**config.mk**
```make
export PLATFORM = sky130hd
export DESIGN_NAME = uart_tx_fifo
export DESIGN_NICKNAME = d
export VERILOG_FILES = /design/src/rtl/uart_tx_fifo.sv
export SDC_FILE = /design/constraint.sdc
export NUM_CORES = 1
export LEC_CHECK = 0
export ABC_AREA = 1
export CAP_MARGIN = 30
export CORE_MARGIN = 3
export CORE_UTILIZATION = 45
export DETAILED_ROUTE_END_ITERATION = 12
export PLACE_DENSITY = 0.65
export SLEW_MARGIN = 15
export SYNTH_ARGS = -nofsm -noshare
export SYNTH_HDL_FRONTEND = slang
export SYNTH_SLANG_ARGS = --single-unit
```
**constraint.sdc**
```tcl
create_clock -name i_clk -period 7.05 [get_ports i_clk]
set_input_delay 1.41 -clock i_clk [delete_from_list [all_inputs] [get_ports i_clk]]
set_output_delay 1.41 -clock i_clk [all_outputs]
set_load 0.02 [all_outputs]
```
**src/rtl/uart_tx_fifo.sv**
```systemverilog
// Buffered 8N1 UART transmitter with a 2**FIFO_AW byte FIFO, back-to-back frames.
// Define UART_TX_FIFO_PARITY_EN to add an even-parity bit (8E1, 11-bit frame).
module uart_tx_fifo #(
   parameter int CLKS_PER_BIT = 434,
   parameter int FIFO_AW      = 4
) (
   input  logic               i_clk,
   input  logic               i_rst,
   input  logic               i_wr_en,
   input  logic [7:0]         i_wr_byte,
   output logic               o_full,
   output logic               o_empty,
   output logic [FIFO_AW:0]   o_level,
   output logic               o_overflow,
   output logic               o_tx,
   output logic               o_busy,
   output logic               o_tx_done
);

   localparam int DEPTH = 2 ** FIFO_AW;
   localparam int BW = (CLKS_PER_BIT > 1) ? $clog2(CLKS_PER_BIT) : 1;
   localparam logic [BW-1:0] BAUD_MAX = BW'(CLKS_PER_BIT - 1);

`ifdef UART_TX_FIFO_PARITY_EN
   typedef enum logic [2:0] {
      S_IDLE   = 3'd0,
      S_START  = 3'd1,
      S_DATA   = 3'd2,
      S_PARITY = 3'd3,
      S_STOP   = 3'd4
   } state_t;
`else
   typedef enum logic [2:0] {
      S_IDLE  = 3'd0,
      S_START = 3'd1,
      S_DATA  = 3'd2,
      S_STOP  = 3'd4
   } state_t;
`endif

   state_t             state_q, state_d;
   logic [BW-1:0]      baud_q, baud_d;
   logic [2:0]         bit_q, bit_d;
   logic [7:0]         shift_q, shift_d;
   logic               tx_q, tx_d;
   logic               busy_q, busy_d;
   logic               done_q, done_d;
   logic               ovf_q, ovf_d;
   logic [FIFO_AW:0]   wr_ptr_q, wr_ptr_d;
   logic [FIFO_AW:0]   rd_ptr_q, rd_ptr_d;
   logic [7:0]         mem_q [DEPTH];
   logic [7:0]         mem_d [DEPTH];

   logic               full, empty, push, pop, baud_last;
   logic [7:0]         head;
   logic [2:0]         nxt_bit;

   // Extra pointer MSB distinguishes full from empty when the indices match.
   assign full  = (wr_ptr_q[FIFO_AW] != rd_ptr_q[FIFO_AW]) &&
                  (wr_ptr_q[FIFO_AW-1:0] == rd_ptr_q[FIFO_AW-1:0]);
   assign empty = (wr_ptr_q == rd_ptr_q);
   assign push  = i_wr_en && !full;
   assign head  = mem_q[rd_ptr_q[FIFO_AW-1:0]];
   assign baud_last = (baud_q == BAUD_MAX);
   assign nxt_bit = bit_q + 3'd1;

   always_comb begin
      state_d  = state_q;
      baud_d   = '0;
      bit_d    = bit_q;
      shift_d  = shift_q;
      tx_d     = tx_q;
      busy_d   = busy_q;
      done_d   = 1'b0;
      ovf_d    = i_wr_en && full;
      mem_d    = mem_q;
      wr_ptr_d = wr_ptr_q;
      pop      = 1'b0;

      if (state_q != S_IDLE && !baud_last)
         baud_d = baud_q + 1'b1;

      unique case (state_q)
         S_IDLE: begin
            tx_d   = 1'b1;
            busy_d = 1'b0;
            if (!empty) begin
               pop     = 1'b1;
               shift_d = head;
               tx_d    = 1'b0;
               busy_d  = 1'b1;
               state_d = S_START;
            end
         end
         S_START: begin
            if (baud_last) begin
               state_d = S_DATA;
               bit_d   = 3'd0;
               tx_d    = shift_q[0];
            end
         end
         S_DATA: begin
            if (baud_last) begin
               if (bit_q == 3'd7) begin
`ifdef UART_TX_FIFO_PARITY_EN
                  state_d = S_PARITY;
                  tx_d    = ^shift_q;
`else
                  state_d = S_STOP;
                  tx_d    = 1'b1;
`endif
               end else begin
                  bit_d = nxt_bit;
                  tx_d  = shift_q[nxt_bit];
               end
            end
         end
`ifdef UART_TX_FIFO_PARITY_EN
         S_PARITY: begin
            if (baud_last) begin
               state_d = S_STOP;
               tx_d    = 1'b1;
            end
         end
`endif
         S_STOP: begin
            if (baud_last) begin
               done_d = 1'b1;
               if (!empty) begin
                  pop     = 1'b1;
                  shift_d = head;
                  tx_d    = 1'b0;
                  state_d = S_START;
               end else begin
                  busy_d  = 1'b0;
                  tx_d    = 1'b1;
                  state_d = S_IDLE;
               end
            end
         end
         default: begin
            state_d = S_IDLE;
            tx_d    = 1'b1;
            busy_d  = 1'b0;
         end
      endcase

      if (push) begin
         mem_d[wr_ptr_q[FIFO_AW-1:0]] = i_wr_byte;
         wr_ptr_d = wr_ptr_q + 1'b1;
      end
      rd_ptr_d = pop ? rd_ptr_q + 1'b1 : rd_ptr_q;
   end

   always_ff @(posedge i_clk or posedge i_rst) begin
      if (i_rst) begin
         state_q  <= S_IDLE;
         baud_q   <= '0;
         bit_q    <= '0;
         shift_q  <= '0;
         tx_q     <= 1'b1;
         busy_q   <= 1'b0;
         done_q   <= 1'b0;
         ovf_q    <= 1'b0;
         wr_ptr_q <= '0;
         rd_ptr_q <= '0;
         mem_q    <= '{default: '0};
      end else begin
         state_q  <= state_d;
         baud_q   <= baud_d;
         bit_q    <= bit_d;
         shift_q  <= shift_d;
         tx_q     <= tx_d;
         busy_q   <= busy_d;
         done_q   <= done_d;
         ovf_q    <= ovf_d;
         wr_ptr_q <= wr_ptr_d;
         rd_ptr_q <= rd_ptr_d;
         mem_q    <= mem_d;
      end
   end

   assign o_full     = full;
   assign o_empty    = empty;
   assign o_level    = wr_ptr_q - rd_ptr_q;
   assign o_overflow = ovf_q;
   assign o_tx       = tx_q;
   assign o_busy     = busy_q;
   assign o_tx_done  = done_q;

endmodule

```
==> metrics.csv, run 1 <==
metric,value,unit
hp-class,reg -> reg,
ctsResizeCount,0,
n_antenna_cell,0,
worstMarginPinSlew,0.8834,ns
grt_pass1_vias,6536,
cp-end-kind,primary output,
synth-simple-area-share,28.01,%
layout.cells.non_filler,1319,
p_total,3.474,mW
synth_top_area_share,48.24,%
min-delay-start,mem_q[76]$_DFFE_PP0P_,
required,5.64,ns
avgSynthCellArea,7.842,µm²
reg2reg_depth,12,
worstPathCellList,"inv_1, ha_1, nand2_1, o21ai_0, xor2_1, clkdlybuf4s50_1",
antenna_left,0,
post-place-ws,2.919,ns
finalClockSkew,0.006925,ns
globalRoute.totalOverflow,0,
yosys.area_share.xor_xnor,1.132,%
io_buffers,21,
h-tree-depth,4,
ys.warnings.count,0,
grtUsageTotal,20.78,%
die-area,20590,µm²
vias,6713,
worst_slack,2.438,ns
die_y,143.5,µm
placed_cells,1288,
critical_path_class,reg -> out,
postCtsHoldBufs,0,
critPathMaxStageDelay,0.73,ns
die_w,143.5,µm
drc,0,
cts_buffer_depth,2,
place_area,8755,µm²
r2r_setup_slack,4.05,ns
postLayoutCellArea,9346,µm²
fill_cells,1789,
cts_tree,done,
rsz0062_at_grt,no,
r2r_end,rd_ptr_q[2]$_DFFE_PP0P_,
grt_max_degree,69,
grt_pass1_wl,33.69,mm
first_iter_violations,564,
clk_pin_slew_worst_paths,0.06,ns
utilization,51.16,%
relSlewSlack,41.11,%
synth_largest_area_cell,dfrtp_1,
synthAdderAreaFrac,2.147,%
ys_ff_latch,165,
netlist_top_cells_area,"dfrtp_1, nand2_1, o21ai_1",
crit_path_start_kind,flip-flop,
slew_violations,0,
cts-root-buf,clkbuf_16,
dp_hpwl,12.99,mm
r2r-start,rd_ptr_q[2]$_DFFE_PP0P_,
first_pass_iters,5,
synth_top_family_by_area,simple AND/OR/NAND/NOR gates,
register_area,4131,µm²
wl_per_cell,15.11,µm
cts_buffers,17,
hold_viol_final,0,
cts_sinks,165,
rows,49,
fin_nets,1103,
core,18270,µm²
holdWs,0.4778,ns
clock.fmax,0.2168,GHz
p_leak,4.769,nW
via_per_inst,5.089,
post_cts_buffers,0,
pin_count,22,
insertion_delay,0.42,ns
initial_core_util,46.57,%
multi_input_area,3595,µm²
finalSetupTns,0,ns
syn_nets,1110,
ir_worst_vdd,170.8,µV
yosys-mux-area-fraction,0,%
ys_seq_area_share,48.54,%
routed_wl,19.93,mm
gp_congestion,0.8836,
hold_end,mem_q[76]$_DFFE_PP0P_,
antenna_found_initial,0,
fin_crit_sh,65.42,%
synth_area,8508,µm²
drive_gt1_share,10.09,%
finalSetupViolCount,0,
synth_compound_area_share,10.96,%
fin_crit,4.612,ns
power_density,371.7,nW/µm²
crit_path_top_delay_cell,dfrtp_1,
max_cap_violations,0,
worstPathMaxFanout,19,
critPathArrivalTime,3.20,ns
hold_depth,2,
status,"finished, final reports clean",
synth_cell_type_count,32,
synthToLayoutAreaGrowth,9.853,%
synth_cells,1085,
==> final cells by class <==
type | count | area share [%]
Inverter | 123 | 5.074
Sequential cell | 165 | 44.20
Multi-Input combinational cell | 744 | 38.46
Clock inverter | 9 | 1.365
Timing Repair Buffer | 27 | 2.865
Tap cell | 229 | 3.066
Clock buffer | 22 | 4.967
==> report_power, final <==
group	switching (mW)	leakage [nW]	total (mW)	internal, mW
Sequential	0.188	2.11	1.47	1.28
Clock	0.366	0.294	0.939	0.573
Combinational	0.634	2.36	1.06	0.429
==> worst max-delay path by stage <==
stage	startpoint	endpoint	slack [ns]	depth (start not counted)
2_1_floorplan	i_rst	baud_q[0]$_DFF_PP0_	1.18	1
3_3_place_gp	rd_ptr_q[2]$_DFFE_PP0P_	o_level[4]	2.99	6
3_5_place_dp	rd_ptr_q[2]$_DFFE_PP0P_	o_level[3]	2.92	6
4_1_cts	rd_ptr_q[2]$_DFFE_PP0P_	o_level[3]	2.47	6
5_1_grt	rd_ptr_q[2]$_DFFE_PP0P_	o_level[3]	2.17	6
6_report	rd_ptr_q[2]$_DFFE_PP0P_	o_level[3]	2.44	6
==> sequential cells by signal (all words and copies together) (netlist names) <==
| register | count |
|---|---|
| mem_q | 128 |
| baud_q | 9 |
| shift_q | 8 |
| rd_ptr_q | 5 |
| wr_ptr_q | 5 |
| bit_q | 3 |
| state_q | 3 |
| o_busy | 1 |
| o_overflow | 1 |
| o_tx | 1 |
| o_tx_done | 1 |
==> synth_stat cells, drive strengths merged <==
library cell and number:
buf 38, o31ai 3, clkbuf 15, nand2 424, o21ai 147, nand4 1
fa 1, a21oi 7, dfstp 1, nor3 3, dfrtp 164, ha 13
nor3b 5, o211ai 1, xnor2 2, xor2 9, nand3 83, inv 123
nor2 45
==> cells by family after synthesis <==
group | after synthesis
adders and majority gates | 14
and+or+nand+nor | 561
DFF | 165
buffers and inverters | 176
xor gates and xnor gates | 11
AOI/OAI and AO/OA | 158
==> layer usage <==
metal  track usage (%)  wire [µm]  up-vias
met4             5.005        255        0
li1                  -          -     3386
met2             31.48       8814      172
met5                 0          0        -
met1             30.23       9680     3140
met3             5.158       1182       15
==> placed cells by master (no fill, tap or decap) <==
cell,n
o211ai_1,1
o21ai_0,14
nand4_1,1
xnor2_1,2
inv_6,1
clkbuf_8,2
nand2_8,1
fa_1,1
inv_8,1
nor2_4,2
o31ai_1,3
nor3_1,3
nand2_4,6
clkbuf_1,3
nand2_1,400
bufinv_16,3
dfstp_2,1
clkdlybuf4s50_1,21
ha_1,13
dfrtp_1,163
nor3b_1,5
a21oi_1,7
clkbuf_16,17
buf_4,5
nand3_2,6
nand2_2,17
buf_12,1
clkinv_4,2
nor2_1,43
xor2_1,9
o21ai_1,98
clkinv_2,4
nand3_1,77
inv_1,116
inv_2,5
dfrtp_2,1
o21ai_2,35
==> worst max-delay path: cells and delay by family (launching register included) <==
family | cells | cell delay [ns]
buffers and inverters | 2 | 1.07
adder cells (fa/ha/maj) | 1 | 0.50
XOR/XNOR | 1 | 0.19
AO/OA/AOI/OAI | 1 | 0.22
AND/OR/NAND/NOR | 1 | 0.07
flip-flops | 1 | 0.73
No activity file was read; power rests on OpenSTA's default activity.
==> run 2, diff against run 1 <==
--- a/config.mk
+++ b/config.mk
@@ -10,7 +10,7 @@
 export CORE_MARGIN = 3
 export CORE_UTILIZATION = 45
 export DETAILED_ROUTE_END_ITERATION = 12
-export PLACE_DENSITY = 0.65
+export PLACE_DENSITY = 0.67
 export SLEW_MARGIN = 15
 export SYNTH_ARGS = -nofsm -noshare
 export SYNTH_HDL_FRONTEND = slang
==> constraint.sdc (replaced) <==
create_clock -name i_clk -period 4.15 [get_ports i_clk]
set_input_delay 0.83 -clock i_clk [delete_from_list [all_inputs] [get_ports i_clk]]
set_output_delay 0.83 -clock i_clk [all_outputs]
set_load 0.02 [all_outputs]
==> run 2 against run 1 <==
  * Utilization rose by 0.43 points
  * Worst hold slack improved by 0.0050 ns
  * Clock skew grew 0.0042 ns
  * Register-to-register slack got worse by 2.6 ns
  * First-iteration DRC count shrank 9.0%
  * Sequential share of layout area fell by 0.37 points
  * Critical path type unchanged
  * Largest cell class unchanged
==> metrics.csv, run 2 (synthesized netlist as in run 1, its figures left out) <==
metric,value,unit,change
ctsResizeCount,0,,unchanged
clk_pin_slew_worst_paths,0.07,ns,about the same
finalSetupTns,0,ns,unchanged
antenna_left,0,,unchanged
gp_congestion,0.9163,,+3.7%
final_common_cell,nand2_1,,
globalRoute.totalOverflow,0,,unchanged
power_density,641.5,nW/µm²,+73%
r2r-start,rd_ptr_q[2]$_DFFE_PP0P_,,
cts_tree,done,,
slew_violations,0,,unchanged
initial_core_util,46.57,%,unchanged
clock.fmax,0.2710,GHz,
insertion_delay,0.43,ns,about the same
grt_pass1_vias,6275,,-4.0%
rsz0062_at_grt,no,,
crit_path_end,o_level[3],,
crit_path_start_kind,flip-flop,,
n_antenna_cell,0,,unchanged
hold_viol_final,0,,unchanged
core,18270,µm²,unchanged
post_cts_buffers,0,,unchanged
finalSetupViolCount,0,,unchanged
holdWs,0.4827,ns,+0.004969 ns
die_y,143.5,µm,unchanged
seq_power_share,41.2,%,-1.2 points
crit_path_top_delay_cell,clkdlybuf4s50_1,,
status,"finished, final reports clean",,
p_leak,4.783,nW,+0.29%
postCtsHoldBufs,0,,unchanged
grt_max_degree,95,,+38%
hp-class,reg -> reg,,
finalClockSkew,0.01108,ns,+0.004156 ns
clockPowerShare,29.1,%,+2.1 points
required,3.32,ns,-2.32 ns
io_buffers,21,,unchanged
utilization,51.59,%,+0.43 points
die-area,20590,µm²,unchanged
worstMarginPinSlew,0.9005,ns,+0.01712 ns
cts_buffer_depth,2,,unchanged
power_switching,2.062,mW,+74%
dp_hpwl,12.62,mm,-2.8%
pin_count,22,,unchanged
layout_common_cells,"nand2_1, dfrtp_1, inv_1, o21ai_1, nand3_1",,
swShare,34.10,%,-0.074 points
largest_register,mem_q,,
worstPathCellList,"buf_4, inv_1, ha_1, a21oi_1, o21ai_0, xor2_1, clkdlybuf4s50_1",,
first_pass_iters,6,,+1
cts_buffers,17,,unchanged
critPathArrivalTime,2.86,ns,-0.34 ns
wl_per_cell,15.13,µm,+0.14%
vias,6753,,+0.60%
grt_pass1_wl,33.05,mm,-1.9%
routed_wl,19.99,mm,+0.30%
cts-root-buf,clkbuf_16,,
die_w,143.5,µm,unchanged
p_int,3.985,mW,+74%
r2r_setup_slack,1.50,ns,-2.55 ns
first_iter_violations,513,,-9.0%
fin_nets,1104,,+0.091%
crit_cells,7,,+1
largest_reg_flops,128,,unchanged
drive_gt1_share,10.44,%,+0.35 points
critPathMaxStageDelay,0.62,ns,-0.11 ns
rows,49,,unchanged
max_cap_violations,0,,unchanged
drc,0,,unchanged
fill_cells,1788,,-0.056%
h-tree-depth,4,,unchanged
grtUsageTotal,20.52,%,-0.26 points
fin_crit,3.690,ns,
reg2reg_depth,13,,+1
via_per_inst,5.112,,+0.44%
ir_worst_vdd,319.7,µV,+87%
fin_crit_sh,88.91,%,
synthToLayoutAreaGrowth,10.78,%,
antenna_found_initial,0,,unchanged
critical_path_class,reg -> out,,
cts_sinks,165,,unchanged
critPathTopFamily,buffers and inverters,,
worstPathMaxFanout,19,,unchanged
p_comb_share,29.7,%,-0.9 points
relSlewSlack,39.97,%,-1.1 points
crit_path_start,rd_ptr_q[2]$_DFFE_PP0P_,,
reg.largest.list,"mem_q x128, baud_q x9, shift_q x8",,
r2r_end,rd_ptr_q[2]$_DFFE_PP0P_,,
cp-end-kind,primary output,,
path_buf_inv,3,,+1
==> run 2: cell types whose count changed in the layout (fill, tap and decap cells not counted), sizes merged <==
cell      delta
clkinvlp     +6
clkinv       -5
clkbuf       -4
bufinv       +2
inv          +2
buf          +1
==> run 2: area by class of cell <==
cell class / instances / area (µm²) / area share (%)
Multi-Input combinational cell: 744 / 3595 / 38.14
Clock inverter: 14 / 222.7 / 2.363
Inverter: 123 / 473.0 / 5.018
Clock buffer: 18 / 429.2 / 4.553
Sequential cell: 165 / 4131 / 43.83
Timing Repair Buffer: 28 / 287.8 / 3.053
Tap cell: 229 / 286.5 / 3.040
==> run 2: routing by layer <==
layer | up-vias | share of wire, % | global-route usage, %
met5 | - | 0 | 0
met1 | 3201 | 49 | 30.13
met2 | 143 | 44 | 31.55
met4 | 0 | 1.1 | 4.856
met3 | 19 | 5.1 | 4.027
li1 | 3390 | - | -
==> run 2: stage by stage <==
stage / total power, mW / area (µm²) / setup slack (ns) / std cells
5_1_grt: 6.498 / 9425 / 0.3452 / 1321
6_report: 6.046 / 9425 / 0.4604 / 1321
4_1_cts: 6.078 / 9425 / 0.4699 / 1321
2_1_floorplan: 3.870 / 8512 / 1.222 / 1085
3_3_place_gp: 4.252 / 8773 / 0.9663 / 1289
3_5_place_dp: 4.302 / 8773 / 0.9416 / 1289
==> run 2: power groups by stage <==
stage               Clock [mW]  Combinational [mW]  Sequential [mW]
floorplan                    0                1.42             2.45
global placement             0                1.76             2.49
detailed placement           0                1.79             2.51
CTS                       1.78                1.81             2.49
global route              1.86                2.07             2.56
finish                    1.76                1.79             2.49
==> run 2: worst min-delay path by stage <==
| stage | depth (start not counted) | from | to |
|---|---|---|---|
| CTS | 2 | mem_q[79]$_DFFE_PP0P_ | mem_q[79]$_DFFE_PP0P_ |
| global placement | 2 | mem_q[14]$_DFFE_PP0P_ | mem_q[14]$_DFFE_PP0P_ |
| detailed placement | 2 | mem_q[15]$_DFFE_PP0P_ | mem_q[15]$_DFFE_PP0P_ |
| global route | 2 | mem_q[14]$_DFFE_PP0P_ | mem_q[14]$_DFFE_PP0P_ |
| finish | 2 | mem_q[79]$_DFFE_PP0P_ | mem_q[79]$_DFFE_PP0P_ |
| floorplan | 2 | shift_q[4]$_DFFE_PP0P_ | shift_q[4]$_DFFE_PP0P_ |
==> run 2: worst min-delay path, delay by kind of cell (launching register included) <==
family,cells,cell delay (ns)
AOI/OAI and AO/OA,1,0.04
and+or+nand+nor,1,0.06
DFF,1,0.34
